$ cat src/rtl/comp_mac_pipe.sv
// comp_mac_pipe: two-stage signed complex multiply / conjugate multiply /
// multiply-accumulate on a valid/ready stream. One result per cycle at full rate.
//
// Ports
//   clk, rst_n        clock (rising edge), async active-low hw reset
//   sw_rst            sync active-high sw reset, overrides all traffic
//   cfg_mode          0 MUL, 1 CMUL (a*conj b), 2 MAC, 3 treated as MUL
//   cfg_acc_len       MAC group length, 0 treated as 1
//   op_val/op_rdy     operand stream, op_data = {x1,x2,y1,y2}
//   res_val/res_rdy   result stream, res_data = {xr,yr}
//   busy              pipeline or accumulator holds state
//   res_cnt           wrapping count of result handshakes
module comp_mac_pipe #(
    parameter int DWIDTH    = 8,
    parameter int ACC_GUARD = 4,
    parameter int CNT_W     = 16
) (
    input  logic                                    clk,
    input  logic                                    rst_n,
    input  logic                                    sw_rst,
    input  logic [1:0]                              cfg_mode,
    input  logic [ACC_GUARD:0]                      cfg_acc_len,
    input  logic                                    op_val,
    output logic                                    op_rdy,
    input  logic [4*DWIDTH-1:0]                     op_data,
    output logic                                    res_val,
    input  logic                                    res_rdy,
    output logic [2*(2*DWIDTH+1+ACC_GUARD)-1:0]     res_data,
    output logic                                    busy,
    output logic [CNT_W-1:0]                        res_cnt
);
    localparam int RW = 2*DWIDTH + 1 + ACC_GUARD;
    localparam int PW = 2*DWIDTH;
    localparam int TW = PW + 1;
    localparam int LW = ACC_GUARD + 1;

    typedef enum logic [1:0] {
        MODE_MUL  = 2'd0,
        MODE_CMUL = 2'd1,
        MODE_MAC  = 2'd2,
        MODE_RSV  = 2'd3
    } mode_t;

    logic signed [DWIDTH-1:0] x1, x2, y1, y2;
    assign x1 = op_data[4*DWIDTH-1:3*DWIDTH];
    assign x2 = op_data[3*DWIDTH-1:2*DWIDTH];
    assign y1 = op_data[2*DWIDTH-1:DWIDTH];
    assign y2 = op_data[DWIDTH-1:0];

    logic                 s1_val_q, s1_val_d;
    logic signed [PW-1:0] pxx_q, pxx_d, pyy_q, pyy_d, pxy_q, pxy_d, pyx_q, pyx_d;
    logic                 res_val_q, res_val_d;
    logic [2*RW-1:0]      res_data_q, res_data_d;
    logic signed [RW-1:0] acc_re_q, acc_re_d, acc_im_q, acc_im_d;
    logic [LW-1:0]        grp_cnt_q, grp_cnt_d, len_q, len_d;
    mode_t                mode_q, mode_d;
    logic [CNT_W-1:0]     res_cnt_q, res_cnt_d;

    logic                 adv, grp_last;
    logic signed [TW-1:0] exx, eyy, exy, eyx, re_t, im_t;
    logic signed [RW-1:0] re_x, im_x, sum_re, sum_im;

    assign adv  = !res_val_q || res_rdy;
    assign busy = s1_val_q || res_val_q || (grp_cnt_q != '0);

    // Products are sign-extended by one bit so the add/sub cannot overflow.
    assign exx = {pxx_q[PW-1], pxx_q};
    assign eyy = {pyy_q[PW-1], pyy_q};
    assign exy = {pxy_q[PW-1], pxy_q};
    assign eyx = {pyx_q[PW-1], pyx_q};

    always_comb begin
        re_t = exx - eyy;
        im_t = exy + eyx;
        if (mode_q == MODE_CMUL) begin
            re_t = exx + eyy;
            im_t = eyx - exy;
        end
        re_x = {{(RW-TW){re_t[TW-1]}}, re_t};
        im_x = {{(RW-TW){im_t[TW-1]}}, im_t};
        // First term of a group ignores whatever the accumulator still holds.
        sum_re = ((grp_cnt_q == '0) ? '0 : acc_re_q) + re_x;
        sum_im = ((grp_cnt_q == '0) ? '0 : acc_im_q) + im_x;
        grp_last = (grp_cnt_q == len_q - LW'(1));
    end

    always_comb begin
        s1_val_d   = s1_val_q;
        pxx_d      = pxx_q;
        pyy_d      = pyy_q;
        pxy_d      = pxy_q;
        pyx_d      = pyx_q;
        res_val_d  = res_val_q;
        res_data_d = res_data_q;
        acc_re_d   = acc_re_q;
        acc_im_d   = acc_im_q;
        grp_cnt_d  = grp_cnt_q;
        len_d      = len_q;
        mode_d     = mode_q;
        res_cnt_d  = res_cnt_q;

        // Shadow config only follows the inputs while nothing is in flight,
        // so every op in a burst sees one consistent mode.
        if (!busy) begin
            mode_d = (cfg_mode == MODE_RSV) ? MODE_MUL : mode_t'(cfg_mode);
            len_d  = (cfg_acc_len == '0) ? LW'(1) : cfg_acc_len;
        end

        if (adv) begin
            s1_val_d = op_val;
            pxx_d    = PW'(x1) * PW'(x2);
            pyy_d    = PW'(y1) * PW'(y2);
            pxy_d    = PW'(x1) * PW'(y2);
            pyx_d    = PW'(y1) * PW'(x2);

            if (!s1_val_q) begin
                res_val_d = 1'b0;
            end else if (mode_q != MODE_MAC) begin
                res_data_d = {re_x, im_x};
                res_val_d  = 1'b1;
            end else if (grp_last) begin
                res_data_d = {sum_re, sum_im};
                res_val_d  = 1'b1;
                grp_cnt_d  = '0;
            end else begin
                acc_re_d  = sum_re;
                acc_im_d  = sum_im;
                grp_cnt_d = grp_cnt_q + LW'(1);
                res_val_d = 1'b0;
            end
        end

        if (res_val_q && res_rdy) res_cnt_d = res_cnt_q + CNT_W'(1);

        if (sw_rst) begin
            s1_val_d   = 1'b0;
            res_val_d  = 1'b0;
            res_data_d = '0;
            acc_re_d   = '0;
            acc_im_d   = '0;
            grp_cnt_d  = '0;
            len_d      = LW'(1);
            mode_d     = MODE_MUL;
            res_cnt_d  = '0;
        end
    end

    always_ff @(posedge clk or negedge rst_n) begin
        if (!rst_n) begin
            s1_val_q   <= 1'b0;
            pxx_q      <= '0;
            pyy_q      <= '0;
            pxy_q      <= '0;
            pyx_q      <= '0;
            res_val_q  <= 1'b0;
            res_data_q <= '0;
            acc_re_q   <= '0;
            acc_im_q   <= '0;
            grp_cnt_q  <= '0;
            len_q      <= LW'(1);
            mode_q     <= MODE_MUL;
            res_cnt_q  <= '0;
        end else begin
            s1_val_q   <= s1_val_d;
            pxx_q      <= pxx_d;
            pyy_q      <= pyy_d;
            pxy_q      <= pxy_d;
            pyx_q      <= pyx_d;
            res_val_q  <= res_val_d;
            res_data_q <= res_data_d;
            acc_re_q   <= acc_re_d;
            acc_im_q   <= acc_im_d;
            grp_cnt_q  <= grp_cnt_d;
            len_q      <= len_d;
            mode_q     <= mode_d;
            res_cnt_q  <= res_cnt_d;
        end
    end

    assign op_rdy   = adv;
    assign res_val  = res_val_q;
    assign res_data = res_data_q;
    assign res_cnt  = res_cnt_q;

endmodule

$ cat config.mk
export PLATFORM = sky130hd
export DESIGN_NAME = comp_mac_pipe
export DESIGN_NICKNAME = d
export VERILOG_FILES = /design/src/rtl/comp_mac_pipe.sv
export SDC_FILE = /design/constraint.sdc
export NUM_CORES = 1
export LEC_CHECK = 0
export BUFFER_PORTS_ARGS = -buffer_cell sky130_fd_sc_hd__buf_2
export CAP_MARGIN = 20
export CELL_PAD_IN_SITES_DETAIL_PLACEMENT = 0
export CELL_PAD_IN_SITES_GLOBAL_PLACEMENT = 1
export CORE_ASPECT_RATIO = 1.4
export CORE_UTILIZATION = 40
export DETAILED_ROUTE_END_ITERATION = 16
export PLACE_DENSITY = 0.84
export SETUP_SLACK_MARGIN = 0.3
export SLEW_MARGIN = 20
export SYNTH_ARGS = -nofsm -noshare
export SYNTH_HDL_FRONTEND = slang
export SYNTH_SLANG_ARGS = --single-unit
$ cat constraint.sdc
create_clock -name clk -period 5.1 [get_ports clk]
set_input_delay 1.275 -clock clk [delete_from_list [all_inputs] [get_ports clk]]
set_output_delay 1.275 -clock clk [all_outputs]
set_load 0.05 [all_outputs]
* Word-level counts from Yosys, hierarchy flattened *
Index checks and enable logic that the tools add are counted.

operators by class
  equality and inequality tests = 7
  reduce and logical (&&, ||, !) cells = 15
  divide/modulo/power cells = 0
  $add $sub $neg = 9
  multiplexer cells = 39
  multiply operators = 4
  order comparisons = 0
  bitwise operators = 0
  shift-type cells = 0

operator list
  cell                     number
  $mux W21                 12
  $mux W42                 5
  $mul A8 B8 Y16           4
  $add A21 B21 Y21         2
  $mux W5                  8
  $add A16 B16 Y17         2
  $mux W17                 2
  $sub A16 B16 Y17         2
  $mux W16                 2
  $add A16 B1 Y16 const B  1
  $logic_not A5 Y1         2
  $ne A2 B2 Y1 const B     4
  $mux W1                  7
  $mux W2                  3
  $reduce_and A3 Y1        2
  $reduce_bool A2 Y1       3
  $add A5 B1 Y5 const B    1
  $eq A5 B5 Y1             1
  $reduce_bool A5 Y1       1
  $sub A5 B1 Y5 const B    1
  $reduce_and A4 Y1        1
  $logic_or A1 B1 Y1       3
  $reduce_bool A3 Y1       1
  $eq A2 B1 Y1 const B     1
  other kinds (3)          3

word-level totals
  latch bits = 0
  logic and storage cells = 87
  register bits = 178
  memory bits (writable) = 0
  memory bits (read-only) = 0
  memories = 0
  input port bits = 44
  output and inout bits = 61

* Logic depth before layout (Yosys ltp) *
  depth after elaboration = 8
  mapped depth = 25
  mapped depth without buffers = 24

* Worst setup path before layout *
No wires, ideal clock.

  kind = input-to-reg
  from = input op_data[30]
  to = register pxy_q[14]
  arrival time = 5.408 ns
  stages on the path = 20
  buffers on the path = 1
  data required time = 5.005 ns
  setup slack = -0.403 ns
  library setup time = 0.095 ns
  cells stage by stage = clkbuf_1 and2_1 fa_1 inv_1 fa_1 inv_1 fa_1 inv_1 fa_1 inv_1 ha_1 o21ai_0 a21boi_0 o21ai_0 a21boi_0 o21ai_0 a21boi_0 o21ai_0 and3_1 o31ai_1

between the ends
  word-level cells in the longest chain between the ends = 1

ends and longest elaborated chain
  item                  line  source
  from (decl)           25    input logic [4*DWIDTH-1:0] op_data,
  $mul A8 B8 Y16        113   pxy_d = PW'(x1) * PW'(y2);
  to (signal assigned)  167   pxy_q <= pxy_d;
  to (decl)             51    logic signed [PW-1:0] pxx_q, pxx_d, pyy_q, pyy_d, pxy_q, pxy_d, pyx_q, pyx_d;

No other way between the ends.
A chain may end at the register's enable or synchronous reset.

* Final worst setup path *
  from = register pyy_q[3]
  to = register res_data_q[41] (netlist: res_data[41])

between the ends
  word-level cells in the longest chain between the ends = 8
  elaborated cells between the ends (all ways) = 9
  those cells by class = add/sub: 3; mux: 6

ends and longest elaborated chain
  item                                                  line    source
  from (decl)                                           51
  from (signal assigned)                                166     pyy_q <= pyy_d;
  $sub A16 B16 Y17 or $add A16 B16 Y17 (tied branches)  73, 76
  $mux W17 *                                            75      if (mode_q == MODE_CMUL) begin
  $add A21 B21 Y21                                      82      sum_re = ((grp_cnt_q == '0) ? '0 : acc_re_q) + re_x;
  $mux W42                                              121     end else if (grp_last) begin
  $mux W42 *                                            118     end else if (mode_q != MODE_MAC) begin
  $mux W42 *                                            116     if (!s1_val_q) begin
  $mux W42 *                                            109     if (adv) begin
  $mux W42 *                                            135     if (sw_rst) begin
  to (signal assigned)                                  170     res_data_q <= res_data_d;
  to (decl)                                             53      logic [2*RW-1:0] res_data_q, res_data_d;

Every way passes the cells marked *; elsewhere a longest branch is shown, timed or not. The select of a mux whose other input is x is not followed.

==> out/qor.yml <==
placement:
  finalWeightedCongestion: 0.9011
  placedCellCount: 3453
  hpwl_mm: 45.04
  io_buffers: 104
worst_setup_path:
  crit_fanout: 4
  crit_slowest_cell: "or4_4"
  ff2ff_setup_slack_ps: -120
  end_kind: "register"
  critPathMaxStageDelay_ps: 540
  crit_path_cell_trace: "nor4_4 -> nor2b_4 -> nand2_2 -> buf_6 -> o41ai_4 -> xnor2_2 -> ha_1 -> nand2_1 -> nor2_2 -> or4_4 -> a31o_1 -> a21oi_4 -> xor2_4 -> ha_4 -> nand3_2 -> or2_4 -> a21oi_2 -> o41a_1 -> or4_4 -> nand3_2 -> nand2_1 -> xor2_1 -> a211oi_1"
  worstPathArrival_ps: 5570
  reg2reg_depth: 23
  cp.required_ps: 5450
  r2r_end: "res_data[41]"
  crit_buf_inv: 1
  crit-reg2reg-launch: "pyy_q[3]"
  start_kind: "register"
  path_class: "reg -> reg"
  crit_family: "simple AND/OR/NAND/NOR gates"
  crit_start: "pyy_q[3]"
synth:
  synth_simple_gate_area_share_pct: 18.84
  synth-edff-count: 0
  seq_area_frac_synth_pct: 20.82
  yosys-top-cells-area: "fa_1, dfrtp_1, ha_1"
  syn_inst: 2469
  synth_flop_cell: "dfrtp_1"
  yosysTopAreaCellShare_pct: 20.95
  synthAdderAreaFrac_pct: 32.41
  synth_top_family_by_area: "adder cells"
  synth_compound_area_share_pct: 13.21
  synth-async-reset-ratio_pct: 100.0
  ys_ff_latch: 178
  synth_xor_area_share_pct: 7.015
  syn_area_per_cell_um2: 8.669
  syn-cell-area_um2: 21400
  muxShareOfSynthArea_pct: 0.3332
  yosysUniqueCellTypes: 77
  syn_nets: 2933
  synth-warning-count: 0
  synth_top_area_cell: "fa_1"
sta:
  setup_ws_ps: -118.2
  skew_ps: 11.44
  timing.slew.headroom_pct: 32.71
  max_freq_mhz: 191.6
  slew_violations: 0
  fin_crit_sh_pct: 102.3
  finalSetupViolations: 2
  rsz0062_at_grt: "true"
  finalHoldViolCount: 0
  period_minus_slack_ps: 5218
  max_slew.worst_pin.slew_ps: 1009
layout:
  area_growth_pct: 31.66
  diodes: 0
  regArea_um2: 4461
  final_util_pct: 53.65
  multi_input_area_um2: 16990
  fill_cells: 4743
  fin_nets: 3347
  fin_cells: 3603
  drive_gt1_share_pct: 29.80
route:
  wirelength_mm: 59.82
  via_per_inst: 5.104
  wl_per_cell_um: 16.60
  drcViolationCount: 0
  ant_nets: 0
  drt_iter0_drc: 840
  detail_route.first_pass.iterations: 5
  vias: 18390
clock_tree:
  cts_made_buffers: 17
  clk_latency_ps: 450
  clock_path_buffers: 2
  cts_tree: "yes"
  root_buffer: "clkbuf_16"
  cts.sinks: 178
  cts.clk_slew.worst_paths_ps: 70
  cts_hold_buf: 0
  h-tree-depth: 4
floorplanning:
  die_x_um: 197.5
  rows: 99
  coreArea_um2: 52520
  io_pins: 105
  die_area_um2: 54450
  die_y_um: 275.7
  initial_core_util_pct: 40.75
worst_hold_path:
  hp-class: "reg -> reg"
  hold_end: "pyx_q[2]"
  min-delay-start: "pyx_q[2]"
  holdPathStages: 2
global_routing:
  grt_pass1_vias: 19172
  gr-usage-all-layers_pct: 21.87
  grt_max_degree: 93
  antenna_found_initial: 0
  grt.overflow.total: 0
  grt_pass1_wl_mm: 95.57
power_and_ir_drop:
  powerDensity_nw_per_um2: 627.3
  total_leakage_power_nw: 13.36
  vdd_ir_drop_max_mv: 0.3670
  p_total_mw: 17.68
outcome:
  violations: "setup timing"
  status: "complete, but fails checks"
flow_run:
  maxCapViolations: 0
==> where the power goes <==
part | leakage [nW] | switching, mW | internal, mW
Clock | 0.263 | 0.598 | 0.676
Sequential | 2.31 | 0.311 | 1.78
Combinational | 10.8 | 7.30 | 7.02
Total | 13.4 | 8.21 | 9.47
==> layer usage <==
metal	wire length (µm)	up-vias	GRT usage [%]	share of wire, %
met3	1764	85	2.114	2.9
met4	1630	0	7.222	2.7
met2	31560	352	40.54	53
li1	-	8838	-	-
met1	24860	9115	26.31	42
met5	0	-	0	0
==> metrics by stage <==
stage,hold WS (ps),setup WS (ps),instance area (µm²),setup TNS [ps]
2_1_floorplan,442.8,-137.9,21850,-524.0
5_1_grt,508.5,-402.4,28180,-1162
3_3_place_gp,449.8,-492.3,24840,-6397
6_report,480.7,-118.2,28180,-198.1
4_1_cts,479.5,-114.8,26720,-156.5
3_5_place_dp,463.1,-620.0,24840,-8017
==> area by class of cell <==
| class | count | share of cell area [%] |
|---|---|---|
| multi-input combinational | 1870 | 60.28 |
| sequential | 178 | 15.83 |
| timing repair buffer | 495 | 14.52 |
| inverter | 321 | 4.302 |
| tap | 707 | 3.139 |
| clock buffer | 21 | 1.563 |
| clock inverter | 11 | 0.3685 |
==> cell usage in the layout, fill, tap and decap left out, types with 35 or more instances in the layout <==
cell and n:
ha_4 37, xnor2_1 103, and2_4 41, inv_2 47, buf_2 72, nand3_1 36
and2_1 145, o21ai_0 57, a21oi_1 134, fa_1 213, ha_1 150, inv_1 271
nor2_1 155, xor2_1 43, nand2_1 284, dfrtp_1 173, nand2b_1 35, buf_6 66
buf_4 328
==> worst min-delay path, cell delays in order (launching register included) <==
cell	delay (ps)
dfrtp_1	350
nand2_1	50
nand2_1	50
==> worst max path at each step <==
stage / end / depth (start not counted) / slack [ps]
after CTS: res_data[41] / 23 / -110
after global routing: res_data[41] / 24 / -400
after global placement: pyy_q[15] / 19 / -490
final: res_data[41] / 23 / -120
after floorplan: pxy_q[15] / 20 / -140
after detailed placement: pxy_q[14] / 22 / -620
==> Yosys cell counts, types with 18 or more instances <==
library cell / count
a211oi_1: 20
a21o_1: 25
a21oi_1: 161
and2_1: 186
clkbuf_1: 93
dfrtp_1: 177
fa_1: 224
ha_1: 196
inv_1: 320
nand2_1: 300
nand2b_1: 43
nand3_1: 39
nor2_1: 165
nor3_1: 18
o21ai_0: 87
o31ai_1: 22
xnor2_1: 111
xor2_1: 50
==> flip-flops by register name, summed over array words and instances, names as in the netlist, 5 cells and up <==
name,count
len_q,5
pxy_q,16
res_data,42
acc_re_q,21
pyy_q,16
acc_im_q,21
res_cnt,16
pyx_q,16
pxx_q,16
grp_cnt_q,5
==> what timing repair did <==
item / in CTS / in global routing
pin swaps: 146 / 155
endpoints found under the setup margin: 39 / 49
buffers inserted: 61 / 55
cloned: 1 / 1
gates resized for setup: 240 / 222
==> kinds of logic (layout without fill, tap and decap cells) <==
| logic type | after synthesis | count (layout) |
|---|---|---|
| flops | 178 | 178 |
| xor+xnor | 165 | 165 |
| buf+inv | 421 | 848 |
| simple gates | 833 | 833 |
| mux | 7 | 7 |
| compound gates | 445 | 445 |
| fa+ha+maj | 420 | 420 |
Note: power is estimated with default switching activity, not from simulation.
